## src/rtl/mips_bus_monitor.sv

```systemverilog
// Run monitor for a MIPS core under test: sequences the CPU reset, polices every
// bus access during the run and reports either a clean finish or the first failure cause.
module mips_bus_monitor #(
  parameter int unsigned TIMEOUT_CYCLES = 1000,
  parameter int unsigned RESET_CYCLES   = 1,
  parameter int unsigned ACTIVE_WAIT    = 1,
  parameter logic [31:0] WIN0_BASE      = 32'hBFC00000,
  parameter logic [31:0] WIN0_SIZE      = 32'h00008000,
  parameter logic [31:0] WIN1_BASE      = 32'h00000000,
  parameter logic [31:0] WIN1_SIZE      = 32'h00000000,
  parameter bit          ALLOW_NULL     = 1'b1,
  parameter int unsigned MAX_STALL      = 64,
  parameter bit          CHECK_V0       = 1'b0,
  parameter logic [31:0] EXPECT_V0      = 32'h0
) (
  input  logic        clk,
  input  logic        reset,
  output logic        cpu_reset,
  input  logic        active,
  input  logic [31:0] address,
  input  logic        read,
  input  logic        write,
  input  logic        waitrequest,
  input  logic [3:0]  byteenable,
  input  logic [31:0] register_v0,
  output logic        done,
  output logic        pass,
  output logic        fail,
  output logic [2:0]  err_code,
  output logic [31:0] err_addr,
  output logic [31:0] cycle_count,
  output logic [15:0] rd_count,
  output logic [15:0] wr_count,
  output logic [31:0] result_v0
);

  typedef enum logic [2:0] {
    ST_RST_SEQ, ST_WAIT_ACT, ST_RUN, ST_DONE, ST_FAIL
  } state_e;

  state_e      state_q;
  logic [31:0] seq_cnt_q;
  logic [31:0] stall_q;
  logic [31:0] addr_prev_q;
  logic        cpu_reset_q, done_q, pass_q, fail_q;
  logic [2:0]  err_code_q;
  logic [31:0] err_addr_q, cycle_count_q, result_v0_q;
  logic [15:0] rd_q, wr_q;

  logic        access, in_win0, in_win1, legal, stall_err, timeout, v0_bad;
  logic [31:0] off0, off1, cycle_count_d;
  logic [2:0]  run_err_d;

  always_comb begin
    access        = read | write;
    // Offset compare handles the inclusive upper bound without 33-bit arithmetic.
    off0          = address - WIN0_BASE;
    off1          = address - WIN1_BASE;
    in_win0       = off0 < WIN0_SIZE;
    in_win1       = (WIN1_SIZE != 32'd0) && (off1 < WIN1_SIZE);
    legal         = in_win0 || in_win1 || (ALLOW_NULL && (address == 32'd0));
    cycle_count_d = cycle_count_q + 32'd1;
    stall_err     = (access && waitrequest && (stall_q == MAX_STALL)) ||
                    ((stall_q != 32'd0) && (!access || (address != addr_prev_q)));
    timeout       = active && (cycle_count_d == TIMEOUT_CYCLES);
    v0_bad        = !active && CHECK_V0 && (register_v0 != EXPECT_V0);
    run_err_d     = 3'd0;
    if (access && !legal)                    run_err_d = 3'd2;
    else if (read && write)                  run_err_d = 3'd3;
    else if (access && byteenable == 4'd0)   run_err_d = 3'd4;
    else if (stall_err)                      run_err_d = 3'd5;
    else if (timeout)                        run_err_d = 3'd6;
    else if (v0_bad)                         run_err_d = 3'd7;
  end

  always_ff @(posedge clk or posedge reset) begin
    if (reset) begin
      state_q       <= ST_RST_SEQ;
      seq_cnt_q     <= '0;
      stall_q       <= '0;
      addr_prev_q   <= '0;
      cpu_reset_q   <= 1'b1;
      done_q        <= 1'b0;
      pass_q        <= 1'b0;
      fail_q        <= 1'b0;
      err_code_q    <= '0;
      err_addr_q    <= '0;
      cycle_count_q <= '0;
      rd_q          <= '0;
      wr_q          <= '0;
      result_v0_q   <= '0;
    end else begin
      case (state_q)
        ST_RST_SEQ: begin
          if (seq_cnt_q + 32'd1 >= RESET_CYCLES) begin
            state_q     <= ST_WAIT_ACT;
            cpu_reset_q <= 1'b0;
            seq_cnt_q   <= '0;
          end else begin
            seq_cnt_q <= seq_cnt_q + 32'd1;
          end
        end
        // The core may leave active low for ACTIVE_WAIT cycles; one more low cycle fails.
        ST_WAIT_ACT: begin
          if (active) begin
            state_q <= ST_RUN;
          end else if (seq_cnt_q >= ACTIVE_WAIT) begin
            state_q    <= ST_FAIL;
            done_q     <= 1'b1;
            fail_q     <= 1'b1;
            err_code_q <= 3'd1;
            err_addr_q <= address;
          end else begin
            seq_cnt_q <= seq_cnt_q + 32'd1;
          end
        end
        ST_RUN: begin
          cycle_count_q <= cycle_count_d;
          if (read && !waitrequest && rd_q != 16'hFFFF)  rd_q <= rd_q + 16'd1;
          if (write && !waitrequest && wr_q != 16'hFFFF) wr_q <= wr_q + 16'd1;
          stall_q     <= (access && waitrequest) ? stall_q + 32'd1 : 32'd0;
          addr_prev_q <= address;
          if (!active) result_v0_q <= register_v0;
          if (run_err_d != 3'd0) begin
            state_q    <= ST_FAIL;
            done_q     <= 1'b1;
            fail_q     <= 1'b1;
            err_code_q <= run_err_d;
            err_addr_q <= address;
          end else if (!active) begin
            state_q <= ST_DONE;
            done_q  <= 1'b1;
            pass_q  <= 1'b1;
          end
        end
        default: ;
      endcase
    end
  end

  assign cpu_reset   = cpu_reset_q;
  assign done        = done_q;
  assign pass        = pass_q;
  assign fail        = fail_q;
  assign err_code    = err_code_q;
  assign err_addr    = err_addr_q;
  assign cycle_count = cycle_count_q;
  assign rd_count    = rd_q;
  assign wr_count    = wr_q;
  assign result_v0   = result_v0_q;

endmodule

```

## config.mk

```make
export PLATFORM = sky130hd
export DESIGN_NAME = mips_bus_monitor
export DESIGN_NICKNAME = d
export VERILOG_FILES = /design/src/rtl/mips_bus_monitor.sv
export SDC_FILE = /design/constraint.sdc
export NUM_CORES = 1
export LEC_CHECK = 0
export ABC_AREA = 1
export CELL_PAD_IN_SITES_DETAIL_PLACEMENT = 0
export CELL_PAD_IN_SITES_GLOBAL_PLACEMENT = 1
export CORE_ASPECT_RATIO = 0.8
export CORE_MARGIN = 2
export CORE_UTILIZATION = 39
export CTS_CLUSTER_SIZE = 40
export DETAILED_ROUTE_END_ITERATION = 10
export GPL_TIMING_DRIVEN = 0
export PLACE_DENSITY_LB_ADDON = 0.1
export SYNTH_ARGS = -nofsm -noshare
export SYNTH_HDL_FRONTEND = slang
export SYNTH_SLANG_ARGS = --single-unit
```

## constraint.sdc

```tcl
create_clock -name clk -period 13.2 [get_ports clk]
set_input_delay 3.96 -clock clk [delete_from_list [all_inputs] [get_ports clk]]
set_output_delay 3.96 -clock clk [all_outputs]
set_load 0.03 [all_outputs]
```

Yosys cells after proc, flatten, opt, wreduce, memory -nomap -nowiden
Cells that the tools add are included.
- input bits: 74
- output and inout bits: 135
- flip-flop bits (word level): 234
- $lt $le $gt $ge: 3
- reductions and logical operators: 34
- equal/unequal tests: 14
- multiplexer cells: 31
- bitwise operators: 3
- $add $sub $neg: 6
- operators by type and width (kind ; number):
    32-bit 2-to-1 mux ; 7
    32-bit one-hot mux with 2 select lines ; 2
    32-bit by 1-bit adder with 32-bit output, second input constant ; 3
    32-bit by 1-bit greater-or-equal comparator with 1-bit output, second input constant ; 2
    3-bit 2-to-1 mux ; 13
    16-bit by 1-bit adder with 16-bit output, second input constant ; 2
    32-bit by 10-bit equality test with 1-bit output, second input constant ; 1
    32-bit by 7-bit equality test with 1-bit output, second input constant ; 1
    32-bit logical NOT ; 1
    32-bit by 16-bit less-than comparator with 1-bit output, second input constant ; 1
    16-bit != test, second input constant ; 2
    32-bit != test ; 1
    32-bit nonzero test ; 1
    32-bit subtractor, second input constant ; 1
    4-bit AND reduction ; 3
    1-bit logical AND ; 11
    2-bit != test, second input constant ; 5
    3-bit one-hot mux with 3 select lines ; 1
    2-bit AND reduction ; 4
    3-bit != test, second input constant ; 2
    3-bit one-hot mux with 2 select lines ; 1
    3-bit AND reduction ; 2
    3-bit nonzero test ; 2
    1-bit 2-to-1 mux ; 5
    10 further kinds ; 17

Depth between registers and ports, before layout
- depth after elaboration: 12
- gate-level depth with buffers: 19

Least setup slack after synthesis
OpenSTA, ideal clock, no wires.
- kind: input port to flip-flop
- start: in address[14]
- end: reg err_addr_q[0] (netlist: err_addr[0])
- required time: 13126 ps
- data arrival time: 5392 ps
- stages: 12
- setup slack: 7734 ps
- path through: nor4_1 nand3_1 o21ai_0 nand2_1 a21oi_1 nand3_2 nand2_2 nand2_4 inv_4 buf_6 nand2_1 o21ai_2
- word-level cells in the longest chain between the ends: 11
- elaborated cells on any way between the ends: 17
- those cells by class: add/sub: 1; order compare: 1; eq/ne: 2; mux: 4; reduce/logical: 9
- ends and longest elaborated chain (item ; line ; RTL):
    start, declared ; 20 ; input logic [31:0] address,
    parallel branches: the longest is 7 deep, another holds 32-bit subtractor ; - ;
    3-bit 2-to-1 mux (*) ; 68 ; if (access && !legal) run_err_d = 3'd2;
    3-bit nonzero test (*) ; 124 ; if (run_err_d != 3'd0) begin
    2-bit != test (no line) (*) ; - ;
    4-bit AND reduction (no line) (*) ; - ;
    end signal, assigned ; 112 ; err_addr_q <= address;
    end signal, assigned ; 129 ; err_addr_q <= address;
    end, declared ; 47 ; logic [31:0] err_addr_q, cycle_count_q, result_v0_q;
Mark *: on every way between the ends.
A chain may end at the register's enable or synchronous reset.

Worst setup path in the final report
- start: in address[20]
- end: reg err_addr_q[31] (netlist: err_addr[31])
The elaborated chain is that of the path after synthesis.

==> impl_metrics.json <==
{
  "firstDrtPassIters": 5,
  "placement.setup.worst_slack_ns": 6.48,
  "routed-via-count": 11100,
  "postCtsHoldBufs": 0,
  "postSynth.asyncResetShare": 1.00,
  "pwr_density_cell_nw_per_um2": 103,
  "drive_gt1_frac": 0.0770,
  "timing.critical_path.required_ns": 13.69,
  "rsz_0062_raised_after_global_routing": "false",
  "flow.area_growth_from_synthesis_pct": 29.4,
  "synth_area_leaders": "sky130_fd_sc_hd__dfrtp_1, sky130_fd_sc_hd__nand2_1, sky130_fd_sc_hd__nor2_1",
  "predominant_post_synthesis_flop_cell": "sky130_fd_sc_hd__dfrtp_1",
  "drc": 0,
  "number_of_enable_flip_flop_cells_after_synthesis": 0,
  "fin_crit_sh": 0.465,
  "power.ir.vdd_worst_mv": 0.0806,
  "via_to_cell_ratio": 4.85,
  "grt_first_pass_wirelength_um": 57000,
  "p_leak_uw": 0.00791,
  "numCtsBuffers": 27,
  "maxSlewHeadroom": 0.411,
  "htreeDepth": 1,
  "min_period_ns": 6.14,
  "final.fill_count": 3093,
  "status": "completed",
  "power_switching_share": 0.227,
  "yosys_warnings": 0,
  "cp_slowest_stage_delay_ns": 0.53,
  "path_delay_family": "simple AND/OR/NAND/NOR gates",
  "worst_clock_skew_ns": 0.0168,
  "grt_pass1_vias": 10700,
  "timing.critical_path.to_type": "register",
  "drt_wl_total_um": 35100,
  "maxCapViolations": 0,
  "post-cts-setup-buffers": 0,
  "grt_remaining_overflow": 0,
  "critical_path_buf_inv_count": 3,
  "finalPower_uw": 1660,
  "cts.root.buffer_cell": "sky130_fd_sc_hd__clkbuf_16",
  "finalNetCount": 1933,
  "worst_path_max_delay_cell": "sky130_fd_sc_hd__clkdlybuf4s50_1",
  "dieArea_um2": 33300,
  "synth_cells": 1612,
  "top_level_ports": 209,
  "drt_first_iter_violations": 632,
  "die_w_um": 204,
  "antenna_left": 0,
  "numClockSinks": 234,
  "timing.critical_path.fanout_max": 10,
  "dieHeight_um": 164,
  "holdCritPathClass": "register to register",
  "insertion_delay_ns": 0.56,
  "timing_worst_setup_path_type": "input port to register",
  "worst_hold_slack_ns": 0.473,
  "setup_viol": 0,
  "grt.met3_usage": 0.0387,
  "crit_chain": "clkdlybuf4s50_1, nor2_1, nand3_1, nor2_1, nand3_1, o21ai_0, nand2_1, a21oi_1, nand3_2, nand2_2, nand2_4, inv_4, buf_6, nand2_1, o21ai_2",
  "initial_core_util": 0.396,
  "grt_start_max_net_pins": 123,
  "globalRouteTotalUtil": 0.214,
  "area_of_the_core_region_um2": 31400,
  "finish.cell_count_without_fillers": 2292,
  "max_slew_violation_total_from_the_final_report": 0,
  "dp_hpwl_um": 26400,
  "syn_avg_cell_area_um2": 7.71,
  "synth_top_area_frac": 0.469,
  "weighted_congestion_at_the_end_of_routability_driven_global_placement": 0.846,
  "synth_largest_area_cell": "sky130_fd_sc_hd__dfrtp_1",
  "grt_busiest_layer": "met1",
  "postSynthRegisterBits": 234,
  "grt_use_met1": 0.324,
  "cell_internal_pwr_uw": 1280,
  "netlist_area_um2": 12400,
  "least_margin_pin_slew_ns": 0.880,
  "worst-endpoint-arrival_ns": 6.63,
  "hold_viol": 0,
  "clock_power_share": 0.505,
  "sequential_element_share_of_the_synthesized_area": 0.471,
  "final.setup.worst_slack_ns": 7.06,
  "cts.path.max_buffers": 3,
  "placement_rows": 58,
  "cts-resized-gates": 0,
  "seq_power_share": 0.440,
  "yosysUniqueCellTypes": 42,
  "clkTransAtPathRegs_ns": 0.07,
  "number_of_antenna_violations_at_the_first_check_in_global_routing": 1,
  "tritoncts": "done",
  "route.detailed.wl_per_inst_um": 15.3,
  "fmax_mhz": 163,
  "dp_cells": 2241,
  "grtUsageMet2": 0.318,
  "startpoint_type": "input port",
  "p_sw_uw": 378,
  "port_buffers": 208,
  "power_frac_comb": 0.054,
  "syn_nets": 1695
}
-- stage by stage --
stage | area [um^2] | utilization | setup TNS (ns)
finish | 16100 | 0.512 | 0
global route | 16100 | 0.512 | 0
floorplan | 12400 | - | 0
CTS | 16100 | 0.512 | 0
global placement | 15000 | 0.479 | -174.37
detailed placement | 15100 | 0.480 | 0
-- worst reg2reg max path, cell delays in order (launching register included) --
cell and delay, ns:
sky130_fd_sc_hd__dfrtp_1 0.44, sky130_fd_sc_hd__ha_1 0.25, sky130_fd_sc_hd__nand2_1 0.08, sky130_fd_sc_hd__nor2_2 0.23, sky130_fd_sc_hd__nand2_1 0.14, sky130_fd_sc_hd__nor2_2 0.26, sky130_fd_sc_hd__nand2_1 0.08, sky130_fd_sc_hd__nand2_1 0.07
sky130_fd_sc_hd__nand2_1 0.11, sky130_fd_sc_hd__nor2_1 0.11, sky130_fd_sc_hd__nand2_1 0.05, sky130_fd_sc_hd__nor2_1 0.08, sky130_fd_sc_hd__nand3_1 0.17, sky130_fd_sc_hd__nand3_2 0.12, sky130_fd_sc_hd__nand2_2 0.06, sky130_fd_sc_hd__nand2_4 0.14
sky130_fd_sc_hd__inv_4 0.10, sky130_fd_sc_hd__buf_6 0.16, sky130_fd_sc_hd__nand2_1 0.09, sky130_fd_sc_hd__o21ai_2 0.05
-- logic make-up (layout without fill, tap and decap cells) --
kind of cell | count (synthesis) | in the layout | share of synthesized area
and+or+nand+nor | 903 | 903 | 0.307
buffers and inverters | 226 | 485 | 0.0722
AOI/OAI and AO/OA | 150 | 150 | 0.0712
DFF | 234 | 234 | 0.471
other | 0 | 1 | 0
xor gates and xnor gates | 58 | 58 | 0.0409
muxes | 32 | 32 | 0.0290
adders and majority gates | 9 | 9 | 0.00906
-- layout by cell type (no fill, tap or decap), types with 3 or more instances in the layout --
| master | Yosys | layout |
|---|---|---|
| sky130_fd_sc_hd__nand2_1 | 493 | 493 |
| sky130_fd_sc_hd__dfrtp_1 | 233 | 233 |
| sky130_fd_sc_hd__nor2_1 | 209 | 209 |
| sky130_fd_sc_hd__clkdlybuf4s50_1 | 0 | 208 |
| sky130_fd_sc_hd__inv_1 | 192 | 191 |
| sky130_fd_sc_hd__o21ai_0 | 82 | 82 |
| sky130_fd_sc_hd__nand3_1 | 81 | 81 |
| sky130_fd_sc_hd__nand4_1 | 34 | 34 |
| sky130_fd_sc_hd__xor2_1 | 33 | 33 |
| sky130_fd_sc_hd__mux2_2 | 32 | 32 |
| sky130_fd_sc_hd__nor3_1 | 30 | 30 |
| sky130_fd_sc_hd__a21oi_1 | 29 | 29 |
| sky130_fd_sc_hd__o21ai_2 | 27 | 27 |
| sky130_fd_sc_hd__clkbuf_16 | 0 | 27 |
| sky130_fd_sc_hd__xnor2_1 | 25 | 25 |
| sky130_fd_sc_hd__clkbuf_1 | 16 | 19 |
| sky130_fd_sc_hd__nor4_1 | 16 | 16 |
| sky130_fd_sc_hd__nor2_2 | 9 | 9 |
| sky130_fd_sc_hd__ha_1 | 9 | 9 |
| sky130_fd_sc_hd__buf_1 | 8 | 8 |
| sky130_fd_sc_hd__clkbuf_8 | 0 | 8 |
| sky130_fd_sc_hd__nand3b_1 | 7 | 7 |
| sky130_fd_sc_hd__buf_6 | 6 | 6 |
| sky130_fd_sc_hd__bufinv_16 | 0 | 5 |
| sky130_fd_sc_hd__nand2_2 | 4 | 4 |
| sky130_fd_sc_hd__or2_2 | 4 | 4 |
| sky130_fd_sc_hd__a211oi_1 | 4 | 4 |
| sky130_fd_sc_hd__and3_1 | 3 | 3 |
| sky130_fd_sc_hd__o21a_1 | 3 | 3 |
| sky130_fd_sc_hd__clkinv_2 | 0 | 3 |
-- registers in the layout, summed over array words and instances (netlist names), 16 cells and up --
name	flops
seq_cnt_q	32
wr_count	16
result_v0	32
cycle_count	32
err_addr	32
stall_q	32
rd_count	16
addr_prev_q	32
-- worst paths after layout --
check / start / end / slack, ns / cells past startpoint
max: address[20] / err_addr[31] / 7.06 / 15
min: err_code[2] / err_code[2] / 0.47 / 2
max reg2reg: cycle_count[1] / err_addr[9] / 10.30 / 19
min reg2reg: err_code[2] / err_code[2] / 0.47 / 2
max in group asynchronous: reset / err_addr[28] / 8.08 / 3
min in group asynchronous: reset / cycle_count[6] / 3.97 / 2
-- power by group through the flow --
stage	registers, uW	clock network, uW	logic (uW)
after floorplan	754	0	32.5
after global placement	745	0	90.2
after detailed placement	745	0	92.3
after CTS	732	862	92.6
after global routing	733	893	101
final	732	840	90.6
-- Yosys cell counts, drive strengths merged, types with 5 or more instances --
library cell	number
dfrtp	233
ha	9
nand4	34
or2	5
nand3b	7
clkbuf	16
xnor2	25
a21oi	29
nand2	499
nand3	82
o21ai	109
buf	15
inv	195
nor3	32
nor4	16
mux2	32
nor2	221
xor2	33
-- final cells by class --
type	count	area [um^2]	share of cell area
Multi-Input combinational cell	1152	5680	0.353
Timing Repair Buffer	209	2110	0.131
Clock buffer	38	797	0.0496
Tap cell	420	526	0.0327
Buffer	31	163	0.0101
Clock inverter	12	209	0.0130
Antenna cell	1	2.50	0.000156
Sequential cell	234	5860	0.364
Inverter	195	742	0.0461
-- layer usage --
metal	wire length, um	share of wire
met1	17700	0.50
met2	15000	0.43
met3	1750	0.050
met5	0	0
met4	624	0.018
No activity file was read; power rests on OpenSTA's default activity.
